<file path="src/rtl/program_request_ctl_pkg.sv">
// Shared definitions for the program request front end: FSM encoding and the
// program ids that the regfile program decode also uses.
package program_request_ctl_pkg;

  typedef enum logic [1:0] {
    ST_IDLE    = 2'd0,
    ST_HOLD    = 2'd1,
    ST_RELEASE = 2'd2,
    ST_CRST    = 2'd3
  } state_t;

  localparam int PROG_NONE = 0;
  localparam int PROG_FIB  = 1;
  localparam int PROG_SORT = 2;
  localparam int PROG_SAVE = 3;
  localparam int PROG_LOAD = 4;

endpackage

</file>
<file path="src/rtl/program_request_ctl_debounce_ch.sv">
// One debounce channel: 2-flop synchroniser followed by a stability counter.
// The level only changes after DB_CYCLES consecutive disagreeing samples.
module program_request_ctl_debounce_ch #(
  parameter int DB_CYCLES = 4
) (
  input  logic clock,
  input  logic reset_n,
  input  logic raw,
  output logic level
);

  localparam int CNT_W = $clog2(DB_CYCLES + 1);
  localparam logic [CNT_W-1:0] CNT_LAST = CNT_W'(DB_CYCLES - 1);

  logic             sync_p0;
  logic             sync_p1;
  logic [CNT_W-1:0] cnt;

  // Synchroniser stages, then the stability counter on the synchronised level
  always_ff @(posedge clock or negedge reset_n) begin
    if (!reset_n) begin
      sync_p0 <= 1'b0;
      sync_p1 <= 1'b0;
      cnt     <= '0;
      level   <= 1'b0;
    end else begin
      sync_p0 <= raw;
      sync_p1 <= sync_p0;
      if (sync_p1 != level) begin
        if (cnt == CNT_LAST) begin
          level <= sync_p1;
          cnt   <= '0;
        end else begin
          cnt <= cnt + 1'b1;
        end
      end else begin
        cnt <= '0;
      end
    end
  end

endmodule

</file>
<file path="src/rtl/program_request_ctl.sv">
// Push-button front end: debounces program and core-reset buttons, issues a held
// prog_sel request with req/ack handshake and a core_reset pulse.
// Define PROGRAM_REQUEST_QUEUE_EN to add a one-deep pending request slot.
module program_request_ctl
  import program_request_ctl_pkg::*;
#(
  parameter int N_BTN      = 4,
  parameter int SEL_W      = 32,
  parameter int DB_CYCLES  = 4,
  parameter int HOLD_MIN   = 2,
  parameter int RST_CYCLES = 4
) (
  input  logic             clock,
  input  logic             reset_n,
  input  logic [N_BTN-1:0] btn,
  input  logic             btn_core_reset,
  input  logic             prog_ack,
  output logic [SEL_W-1:0] prog_sel,
  output logic             prog_busy,
  output logic             core_reset,
  output logic [N_BTN-1:0] btn_db
);

  localparam int HOLD_W = $clog2(HOLD_MIN + 1);
  localparam int RST_W  = $clog2(RST_CYCLES + 1);
  localparam logic [HOLD_W-1:0] HOLD_LAST = HOLD_W'(HOLD_MIN - 1);
  localparam logic [HOLD_W-1:0] HOLD_SAT  = HOLD_W'(HOLD_MIN);
  localparam logic [RST_W-1:0]  RST_LAST  = RST_W'(RST_CYCLES);
  localparam logic [SEL_W-1:0]  SEL_NONE  = SEL_W'(PROG_NONE);

  logic              core_db;
  logic              core_db_p1;
  logic [N_BTN-1:0]  db_p1;
  logic [N_BTN-1:0]  press;
  logic              core_rise;
  logic              press_any;
  logic [SEL_W-1:0]  press_id;

  state_t            state, state_nxt;
  logic [SEL_W-1:0]  sel_nxt;
  logic [HOLD_W-1:0] hold_cnt, hold_nxt;
  logic              ack_seen, ack_nxt;
  logic [RST_W-1:0]  rst_cnt, rst_nxt;
  logic              crst_nxt;
`ifdef PROGRAM_REQUEST_QUEUE_EN
  logic [SEL_W-1:0]  pend_sel, pend_nxt;
`endif

  for (genvar i = 0; i < N_BTN; i++) begin : g_btn
    program_request_ctl_debounce_ch #(.DB_CYCLES(DB_CYCLES)) u_db (
      .clock   (clock),
      .reset_n (reset_n),
      .raw     (btn[i]),
      .level   (btn_db[i])
    );
  end

  program_request_ctl_debounce_ch #(.DB_CYCLES(DB_CYCLES)) u_db_core (
    .clock   (clock),
    .reset_n (reset_n),
    .raw     (btn_core_reset),
    .level   (core_db)
  );

  // Edge detection against a one-cycle delayed copy of the debounced levels
  always_ff @(posedge clock or negedge reset_n) begin
    if (!reset_n) begin
      db_p1      <= '0;
      core_db_p1 <= 1'b0;
    end else begin
      db_p1      <= btn_db;
      core_db_p1 <= core_db;
    end
  end

  assign press     = btn_db & ~db_p1;
  assign core_rise = core_db & ~core_db_p1;

  // Scan downwards so the lowest-index channel is the one left standing
  always_comb begin
    press_any = 1'b0;
    press_id  = '0;
    for (int i = N_BTN - 1; i >= 0; i--) begin
      if (press[i]) begin
        press_any = 1'b1;
        press_id  = SEL_W'(i + 1);
      end
    end
  end

  always_comb begin
    state_nxt = state;
    sel_nxt   = prog_sel;
    hold_nxt  = hold_cnt;
    ack_nxt   = ack_seen;
    rst_nxt   = rst_cnt;
    crst_nxt  = core_reset;
`ifdef PROGRAM_REQUEST_QUEUE_EN
    pend_nxt  = pend_sel;
`endif
    if (core_rise) begin
      state_nxt = ST_CRST;
      sel_nxt   = SEL_NONE;
      rst_nxt   = '0;
      crst_nxt  = 1'b0;
`ifdef PROGRAM_REQUEST_QUEUE_EN
      pend_nxt  = SEL_NONE;
`endif
    end else begin
      unique case (state)
        ST_IDLE: begin
`ifdef PROGRAM_REQUEST_QUEUE_EN
          if (pend_sel != SEL_NONE) begin
            state_nxt = ST_HOLD;
            sel_nxt   = pend_sel;
            hold_nxt  = '0;
            ack_nxt   = 1'b0;
            pend_nxt  = SEL_NONE;
          end else
`endif
          if (press_any) begin
            state_nxt = ST_HOLD;
            sel_nxt   = press_id;
            hold_nxt  = '0;
            ack_nxt   = 1'b0;
          end
        end
        ST_HOLD: begin
          if ((prog_ack || ack_seen) && hold_cnt >= HOLD_LAST) begin
            state_nxt = ST_RELEASE;
            sel_nxt   = SEL_NONE;
          end else begin
            if (hold_cnt != HOLD_SAT) hold_nxt = hold_cnt + 1'b1;
            if (prog_ack) ack_nxt = 1'b1;
          end
        end
        ST_RELEASE: begin
          if (btn_db == '0) state_nxt = ST_IDLE;
        end
        ST_CRST: begin
          if (rst_cnt == RST_LAST) begin
            state_nxt = ST_RELEASE;
            crst_nxt  = 1'b0;
          end else begin
            crst_nxt  = 1'b1;
            rst_nxt   = rst_cnt + 1'b1;
          end
        end
        default: state_nxt = ST_IDLE;
      endcase
`ifdef PROGRAM_REQUEST_QUEUE_EN
      // Only the first press seen during a handshake is kept
      if ((state == ST_HOLD || state == ST_RELEASE) && press_any && pend_sel == SEL_NONE)
        pend_nxt = press_id;
`endif
    end
  end

  always_ff @(posedge clock or negedge reset_n) begin
    if (!reset_n) begin
      state      <= ST_IDLE;
      prog_sel   <= '0;
      prog_busy  <= 1'b0;
      core_reset <= 1'b0;
      hold_cnt   <= '0;
      ack_seen   <= 1'b0;
      rst_cnt    <= '0;
`ifdef PROGRAM_REQUEST_QUEUE_EN
      pend_sel   <= '0;
`endif
    end else begin
      state      <= state_nxt;
      prog_sel   <= sel_nxt;
      prog_busy  <= (state_nxt != ST_IDLE);
      core_reset <= crst_nxt;
      hold_cnt   <= hold_nxt;
      ack_seen   <= ack_nxt;
      rst_cnt    <= rst_nxt;
`ifdef PROGRAM_REQUEST_QUEUE_EN
      pend_sel   <= pend_nxt;
`endif
    end
  end

endmodule

</file>
<file path="config.mk">
export PLATFORM = sky130hd
export DESIGN_NAME = program_request_ctl
export DESIGN_NICKNAME = d
export VERILOG_FILES = /design/src/rtl/program_request_ctl_pkg.sv /design/src/rtl/program_request_ctl_debounce_ch.sv /design/src/rtl/program_request_ctl.sv
export SDC_FILE = /design/constraint.sdc
export NUM_CORES = 1
export LEC_CHECK = 0
export ABC_AREA = 1
export BUFFER_PORTS_ARGS = -buffer_cell sky130_fd_sc_hd__buf_2
export CORE_MARGIN = 4
export CORE_UTILIZATION = 41
export CTS_CLUSTER_SIZE = 25
export DETAILED_ROUTE_END_ITERATION = 16
export SLEW_MARGIN = 20
export SYNTH_ARGS = -nofsm -noshare
export SYNTH_HDL_FRONTEND = slang
export SYNTH_HIERARCHICAL = 1
export SYNTH_SLANG_ARGS = --single-unit
export TNS_END_PERCENT = 20
</file>
<file path="constraint.sdc">
create_clock -name clock -period 2 [get_ports clock]
set_input_delay 0.2 -clock clock [delete_from_list [all_inputs] [get_ports clock]]
set_output_delay 0.2 -clock clock [all_outputs]
set_load 0.02 [all_outputs]
</file>
==> results of run 1 <==
==> cells in the final DEF, fill, tap and decap left out, types with 2 or more instances in the layout <==
cell type      count
a21oi_1            3
a21oi_2            2
buf_2             16
clkbuf_8           5
conb_1            29
dfrtp_1           48
dlygate4sd3_1      6
ha_1               9
inv_1             44
inv_2              3
nand2_1           73
nand2_2           16
nand3_1           14
nor2_1            27
o21ai_0            3
o21ai_1            2
==> routing by layer <==
metal  vias to the layer above  GRT usage (%)  wire length, µm  share of wire, %
met5                         -              0                0                 0
met4                         0          6.140               91               2.7
met3                         7          2.270              163               4.8
met2                        33          17.28             1588                47
met1                       694          13.12             1547                46
li1                        826              -                -                 -
==> critical path, stage by stage (launching register included) <==
cell and delay [ns]:
dfrtp_1 0.44, nand2_1 0.16, nand2_1 0.08, o21ai_0 0.27, nand2_1 0.14, nand2_1 0.08, nand2_1 0.05
==> stage by stage <==
stage | worst slack, ns | util, % | hold WS [ns] | std cells | area [µm²]
floorplan | 0.7172 | - | -0.09559 | 306 | 2452
global route | 0.4882 | 46.25 | 0.3674 | 379 | 2562
global placement | 0.7273 | 43.77 | 0.2105 | 366 | 2425
finish | 0.6836 | 46.25 | 0.3332 | 379 | 2562
CTS | 0.6626 | 46.25 | 0.3280 | 379 | 2562
detailed placement | 0.6867 | 43.77 | 0.2244 | 366 | 2425
==> where the power goes <==
group | switching (mW) | internal, mW
combinational | 0.818 | 0.446
sequential | 0.204 | 1.26
clock | 0.297 | 0.238
total | 1.32 | 1.94
==> cell families (layout without fill, tap and decap cells) <==
| kind of cell | Yosys count | count (layout) | share of synthesized area, % |
|---|---|---|---|
| AND/OR/NAND/NOR | 134 | 134 | 24.63 |
| buffers and inverters | 76 | 77 | 16.79 |
| AO/OA/AOI/OAI | 10 | 10 | 2.452 |
| flip-flops | 48 | 48 | 51.17 |
| adder cells (fa/ha/maj) | 9 | 9 | 4.798 |
| other | 1 | 29 | 0.1598 |
==> flip-flops by register name, summed over array words and instances, names as in the netlist, 2 cells and up <==
signal / flops
prog_sel: 3
g_btn.u_db/level: 4
g_btn.u_db/cnt: 12
rst_cnt: 3
state: 2
u_db_core/cnt: 3
g_btn.u_db/sync_p0: 4
hold_cnt: 2
db_p1: 4
g_btn.u_db/sync_p1: 4
==> layout make-up <==
type                       instances  area (µm²)
fill                             556        2978
sequential                        48        1201
multi-input combinational        182       857.1
inverter                          47       176.4
timing repair buffer              23       160.2
tap                               72       90.09
clock buffer                       6       72.57
clock inverter                     1       5.005
==> path summary, 6_finish.rpt <==
kind	start	to	slack [ns]
max reg2reg	g_btn[0].u_db/level	prog_sel[0]	0.68
max in group asynchronous	reset_n	db_p1[3]	1.08
max	g_btn[0].u_db/level	prog_sel[0]	0.68
min	prog_ack	ack_seen	0.33
min in group asynchronous	reset_n	db_p1[0]	0.41
min reg2reg	g_btn[2].u_db/sync_p0	g_btn[2].u_db/sync_p1	0.35
==> results.toml, run 1 <==
[cells_and_area]
antenna_cells = 0
drive_gt1_share_pct = 15.31
nets = 324
syn_to_final_growth_pct = 9.169

[clocking]
clockBufferDepth = 2
cts_hold_buf = 6
cts_root_buf = "clkbuf_8"
cts.sinks = 48
numCtsBuffers = 5
tritoncts = "done"
cts_htree_levels = 2
clk-insertion-delay-late_ns = 0.30
cts_resized = 0
clk_pin_slew_ns = 0.08
postCtsSetupRepairBufs = 0

[placement]
dp_hpwl_um = 2575
portBuffers = 16
gp_congestion = 0.7841

[drt]
firstDrtPassIters = 4
totalWireLength_um = 3390
wl_per_cell_um = 8.945
ant_nets = 0
routed-via-count = 1560
route.detailed.drc = 0
viasPerCell = 4.116
drt_iter0_markers = 50

[synth]
synth_edf_count = 0
yosys_warnings = 6
syn_avg_cell_area_um2 = 8.443
yosys.area.top_type = "dfrtp_1"
ys_ff_latch = 48
ys_types = 18
synthCells = 278
synth-main-ff-cell = "dfrtp_1"
synthTopCellsByArea = "dfrtp_1 (51%), nand2_1 (12%), buf_4 (9.3%)"
synth.top_cells.by_count = "nand2_1 (73), dfrtp_1 (48), inv_1 (44)"
synthArstFlopShare_pct = 100.0
netlist_area_mm2 = 0.002347
seq_area_frac_synth_pct = 51.17
yosysTopAreaCellShare_pct = 51.17
synth.most_common_cell = "nand2_1"

[floorplan]
num_rows = 27
fp.dieW_um = 83.67
core-area_mm2 = 0.005540
fp.dieH_um = 83.67
die_area_mm2 = 0.007000
io_pins = 46
initial_core_util_pct = 42.37

[timing]
slew_violations = 0
setup_viol = 0
rsz0062_at_grt = "false"
max_freq_ghz = 0.7596
setup_tns_ns = 0
max_slew_margin_pct = 65.15
fin_crit_ns = 1.316
skew_ns = 0.005922
tightest_slew_ns = 0.5228
hold_viol_final = 0
fin_crit_sh_pct = 65.82

[job]
cap_viol_max_count = 0

[hold_path]
hold_depth = 5
hp-class = "in -> reg"

[global_route]
antenna_found_initial = 0
grt_pass1_vias = 1442
grt_max_degree = 27
track_usage_pct = 10.68
grt_first_pass_wirelength_um = 6127
overflow = 0

[pwr]
power.density_mw_per_mm2 = 1272
peakVddDrop_uv = 530.3
p_leak_nw = 1.404
power_mw = 3.259

[setup_path]
arrival_ns = 1.51
setup.worst_path.end_class = "flip-flop"
criticalPathCategory = "reg -> reg"
start_kind = "flip-flop"
required_ns = 2.19
r2r.worst_path.cells = 6
crit_path_max_fanout = 7

[run_status]
status = "finished clean"
Note: power is estimated with default switching activity, not from simulation.
==> run 2: changes to the inputs <==
clock period = 1.3 ns   (was 2 ns; I/O delays follow)
==> run 2 against run 1 <==
Routed wire length rose by 4.7%. Clock power rose by 67%. Clock skew rose by 0.0070 ns. First-iteration DRC count rose by 140%. Setup slack got worse by 0.62 ns. Sequential cell count did not move.
==> results.toml, run 2 (synthesis gave the netlist of run 1 again) <==
[drt]
drt_iter0_markers = 119
ant_nets = 0
routed-via-count = 1593
firstDrtPassIters = 4
wl_per_cell_um = 9.176
viasPerCell = 4.116
totalWireLength_um = 3551
route.detailed.drc = 0

[timing]
setup_tns_ns = 0
max_freq_ghz = 0.8119
fin_crit_ns = 1.232
skew_ns = 0.01292
fin_crit_sh_pct = 94.75
setup_viol = 0
setup_slack_ns = 0.06825
hold_viol_final = 0
slew_violations = 0

[clocking]
numCtsBuffers = 5
clk-insertion-delay-late_ns = 0.30
cts.sinks = 48
tritoncts = "done"
clk_pin_slew_ns = 0.08
cts_root_buf = "clkbuf_8"
cts_htree_levels = 2
clockBufferDepth = 2

[setup_path]
crit_path_max_fanout = 4
slowest_stage = "dfrtp_1"
path_buf_inv = 2
cpPeakStageDelay_ns = 0.41
start_kind = "flip-flop"
reg2reg_from = "hold_cnt[0]"
crit_start = "hold_cnt[0]"
arrival_ns = 1.41
criticalPathCategory = "reg -> reg"
rrSetupSlack_ns = 0.07
crit_family = "simple AND/OR/NAND/NOR gates"
required_ns = 1.48
setup.worst_path.end_class = "flip-flop"
cp_cell_sequence = "inv_2 -> ha_4 -> inv_2 -> nand3_4 -> nand2_2 -> nor2_4 -> nand2_2 -> nand2_1 -> nand2_1"

[global_route]
use_met3_pct = 3.356
overflow = 0
antenna_found_initial = 0
track_usage_pct = 10.62
grt_busiest_layer = "met2"
grt_max_degree = 32
grt_util_met1_pct = 13.68
grt_pass1_vias = 1426
use_met2_pct = 16.92
grt_first_pass_wirelength_um = 6099

[placement]
dpl_worst_slack_ns = 0.01165
dp_hpwl_um = 2618
gp_congestion = 0.7442
portBuffers = 16

[pwr]
peakVddDrop_uv = 848.9
net-switching-power_mw = 2.180
switching_share_pct = 40.51
combPwrFrac_pct = 42.0
clkPwrFrac_pct = 16.6
seq_power_share_pct = 41.4
power.density_mw_per_mm2 = 2000
p_leak_nw = 1.446
power.internal_mw = 3.201

[floorplan]
initial_core_util_pct = 42.37
core-area_mm2 = 0.005540
die_area_mm2 = 0.007000
io_pins = 46
num_rows = 27
fp.dieH_um = 83.67
fp.dieW_um = 83.67

[cells_and_area]
final_common_cell = "nand2_1"
drive_gt1_share_pct = 23.49
largest_reg_flops = 12
antenna_cells = 0
seqCellArea_mm2 = 0.001202
fillerInstances = 569
top_register = "g_btn.u_db/cnt"
layout_common_cells = "nand2_1 (69), dfrtp_1 (47), inv_1 (39)"
multi_input_area_um2 = 918.4
nets = 332
syn_to_final_growth_pct = 14.61
layout.core_utilization_pct = 48.55

[job]
cap_viol_max_count = 0

[hold_path]
min_from = "prog_ack"
hp-class = "in -> reg"

[run_status]
status = "finished clean"
## run 2: cell count changes in the layout (fill, tap and decap cells not counted), moves of 4 or more
cell / previous run / this run
buf_4: 0 / 8
inv_1: 44 / 39
inv_2: 3 / 8
nand2_1: 73 / 69
nand2_2: 16 / 20
nor2_1: 27 / 23
## run 2: cell type report
class	count	share of cell area, %
flip-flops and latches	48	44.70
multi-input cells	182	34.14
repair buffers	31	7.860
inverters	47	6.558
well taps	72	3.349
clock buffers	6	3.070
clock inverters	1	0.3256
## run 2: layer usage
metal	wire (µm)	vias to the layer above
li1	-	843
met1	1638	712
met2	1681	32
met3	179	6
met4	51	0
met5	0	-
## run 2: metrics by stage
stage | power (mW) | std cells | instance area, µm² | hold WS [ns]
2_1_floorplan | 3.824 | 306 | 2452 | -0.1656
6_report | 5.380 | 387 | 2690 | 0.2913
3_5_place_dp | 4.333 | 372 | 2457 | 0.1075
4_1_cts | 5.274 | 385 | 2609 | 0.2603
5_1_grt | 5.927 | 387 | 2690 | 0.2994
3_3_place_gp | 4.270 | 372 | 2457 | 0.1111
## run 2: worst register-to-register path, stage by stage, from the launching register on
cell and delay [ns]:
dfrtp_1 0.41, inv_2 0.09, ha_4 0.13, inv_2 0.04, nand3_4 0.09, nand2_2 0.07, nor2_4 0.13, nand2_2 0.06
nand2_1 0.05, nand2_1 0.05
## run 2: final timing paths
| path | cells after the start | endpoint |
|---|---|---|
| min in group asynchronous | 3 | g_btn[0].u_db/cnt[0] |
| max reg2reg | 9 | hold_cnt[0] |
| min | 5 | ack_seen |
| min reg2reg | 0 | g_btn[0].u_db/sync_p1 |
| max | 9 | hold_cnt[0] |
| max in group asynchronous | 3 | state[1] |
## run 2: power by group through the flow
stage	registers (mW)	clock network [mW]	logic [mW]
2_1_floorplan	2.36	0	1.47
3_3_place_gp	2.23	0	2.04
3_5_place_dp	2.25	0	2.09
4_1_cts	2.22	0.944	2.11
5_1_grt	2.29	1.03	2.61
6_report	2.23	0.893	2.26
## run 2: what timing repair did
action,in CTS,in global routing
pin swaps,0,2
hold buffers,6,0
endpoints found under the setup margin,2,11
hold endpoints to repair,53,0
buffers inserted,0,2
resized for setup,1,23
==> run 3: changes to the inputs <==
SYNTH_HIERARCHICAL = default   (was 1)
==> run 3 against run 2 <==
Global-route usage rose by 0.32 points. Sequential power fell by 3%. Count of clock-buffer cells in the layout did not move. Non-clock buffer count fell by 4. Design area fell by 7.9%. Die area fell by 4.6%. Critical endpoint unchanged. Power fell by 6.8%. Synthesized cell count fell by 16%. Utilization fell by 0.66 points. Critical path depth did not move. Highest routed layer unchanged.
==> results.toml, run 3 <==
[global_route]
use_met3_pct = 3.289
grt_pass1_vias = 1288
antenna_found_initial = 0
grt_util_met1_pct = 12.83
use_met2_pct = 18.40
track_usage_pct = 10.94
grt_busiest_layer = "met2"
grt_max_degree = 49
grt_first_pass_wirelength_um = 5526
overflow = 0

[cells_and_area]
top_register = "g_btn.u_db.cnt"
final_common_cell = "nand2_1"
syn_to_final_growth_pct = 11.24
fin_cells = 332
layout.core_utilization_pct = 47.90
drive_gt1_share_pct = 19.47
layout_common_cells = "nand2_1 (49), dfrtp_1 (47), conb_1 (29)"
largest_reg_flops = 12
nets = 279
antenna_cells = 0

[floorplan]
fp.dieW_um = 81.70
io_pins = 46
core-area_mm2 = 0.005172
num_rows = 26
initial_core_util_pct = 43.06
die_area_mm2 = 0.006675
fp.dieH_um = 81.70

[pwr]
seq_power_share_pct = 43.3
p_leak_nw = 1.296
net-switching-power_mw = 1.936
switching_share_pct = 38.60
clkPwrFrac_pct = 17.9
peakVddDrop_uv = 866.2
power.density_mw_per_mm2 = 2025
combPwrFrac_pct = 38.8
power.internal_mw = 3.079
power_mw = 5.016

[placement]
dp.cells = 318
dp_hpwl_um = 2386
dpl_worst_slack_ns = 0.005763
portBuffers = 16
gp_congestion = 0.8179

[drt]
wl_per_cell_um = 9.907
routed-via-count = 1406
viasPerCell = 4.235
firstDrtPassIters = 4
ant_nets = 0
route.detailed.drc = 0
drt_iter0_markers = 72
totalWireLength_um = 3289

[synth]
synth_edf_count = 0
syn_avg_cell_area_um2 = 9.559
yosysTopAreaCellShare_pct = 53.93
seq_area_frac_synth_pct = 53.93
yosys.area.top_type = "dfrtp_1"
netlist_area_mm2 = 0.002227
synth.most_common_cell = "nand2_1"
synthCells = 233
synthTopCellsByArea = "dfrtp_1 (54%), buf_4 (11%), nand2_1 (8.6%)"
synth.top_cells.by_count = "nand2_1 (51), dfrtp_1 (48), buf_4 (33)"
yosys_warnings = 0
synthArstFlopShare_pct = 100.0
ys_ff_latch = 48
ys_types = 24
synth-main-ff-cell = "dfrtp_1"

[clocking]
cts_root_buf = "clkbuf_8"
tritoncts = "done"
clk_pin_slew_ns = 0.08
numCtsBuffers = 5
cts.sinks = 48
cts_htree_levels = 2
clk-insertion-delay-late_ns = 0.29
clockBufferDepth = 2

[setup_path]
rrSetupSlack_ns = 0.06
setup.worst_path.end_class = "flip-flop"
start_kind = "flip-flop"
required_ns = 1.49
arrival_ns = 1.42
crit_path_max_fanout = 3
criticalPathCategory = "reg -> reg"

[timing]
setup_slack_ns = 0.06438
fin_hold_ws_ns = 0.2645
rsz0062_at_grt = "true"
fin_crit_sh_pct = 95.05
fin_crit_ns = 1.236
hold_viol_final = 0
skew_ns = 0.006085
setup_viol = 0
slew_violations = 0
max_freq_ghz = 0.8093

[job]
cap_viol_max_count = 0

[run_status]
status = "finished clean"

[hold_path]
hp-class = "in -> reg"
run 3: area by class of cell:
class                   count  area [µm²]
multi-input cells         152       800.8
repair buffers             27       190.2
flip-flops and latches     48        1202
inverters                  28       105.1
clock inverters             1       8.758
clock buffers               6       82.58
well taps                  70       87.58
fillers                   508        2695
run 3: path summary, 6_finish.rpt:
kind / depth (start not counted) / start / endpoint
setup reg to reg: 9 / hold_cnt[0] / hold_cnt[0]
hold / removal: 5 / prog_ack / ack_seen
max in group asynchronous: 3 / reset_n / state[1]
min in group asynchronous: 3 / reset_n / rst_cnt[2]
setup / recovery: 9 / hold_cnt[0] / hold_cnt[0]
hold reg to reg: 0 / g_btn[1].u_db.sync_p0 / g_btn[1].u_db.sync_p1
run 3: power by group through the flow:
stage	clock [mW]	sequential, mW	combinational [mW]
finish	0.898	2.17	1.95
global route	1.00	2.23	2.25
CTS	0.949	2.17	1.92
detailed placement	0	2.20	1.89
global placement	0	2.19	1.86
floorplan	0	2.25	1.47
run 3: cells by family (layout without fill, tap and decap cells):
family / count (synthesis) / after routing / synth area share [%]
simple gates: 94 / 94 / 18.82
mux: 2 / 2 / 1.011
flops: 48 / 48 / 53.93
fa+ha+maj: 9 / 9 / 5.056
buf+inv: 61 / 62 / 15.84
xor+xnor: 5 / 5 / 1.966
other cells: 1 / 29 / 0.1684
compound gates: 13 / 13 / 3.202
run 3: metal layers:
| metal | up-vias | share of wire [%] |
|---|---|---|
| met5 | - | 0 |
| met1 | 655 | 45 |
| met4 | 0 | 1.7 |
| li1 | 719 | - |
| met3 | 6 | 5.3 |
| met2 | 26 | 48 |
run 3: per-stage QoR:
step                      setup TNS (ns)  cell area (µm²)
after floorplan                        0             2332
after global placement                 0             2295
after detailed placement               0             2295
after CTS                              0             2449
after global routing            -0.06088             2477
final                                  0             2477
run 3: repair_timing:
| action | 4_1_cts | 5_1_grt |
|---|---|---|
| pin swaps | 0 | 2 |
| gates cloned | 0 | 0 |
| hold buffers | 6 | 0 |
| setup endpoints to repair | 2 | 8 |
| resized for setup | 1 | 9 |
| hold endpoints to repair | 53 | 0 |
| buffers inserted | 0 | 1 |
run 3: worst max-delay path: stages, from the launching register on:
cell and delay [ns]:
dfrtp_1 0.40, inv_2 0.07, ha_1 0.13, inv_1 0.05, nand3_2 0.10, nand2_2 0.07
nor2_4 0.12, nand2_1 0.07, nand2_1 0.07, nand2_1 0.05
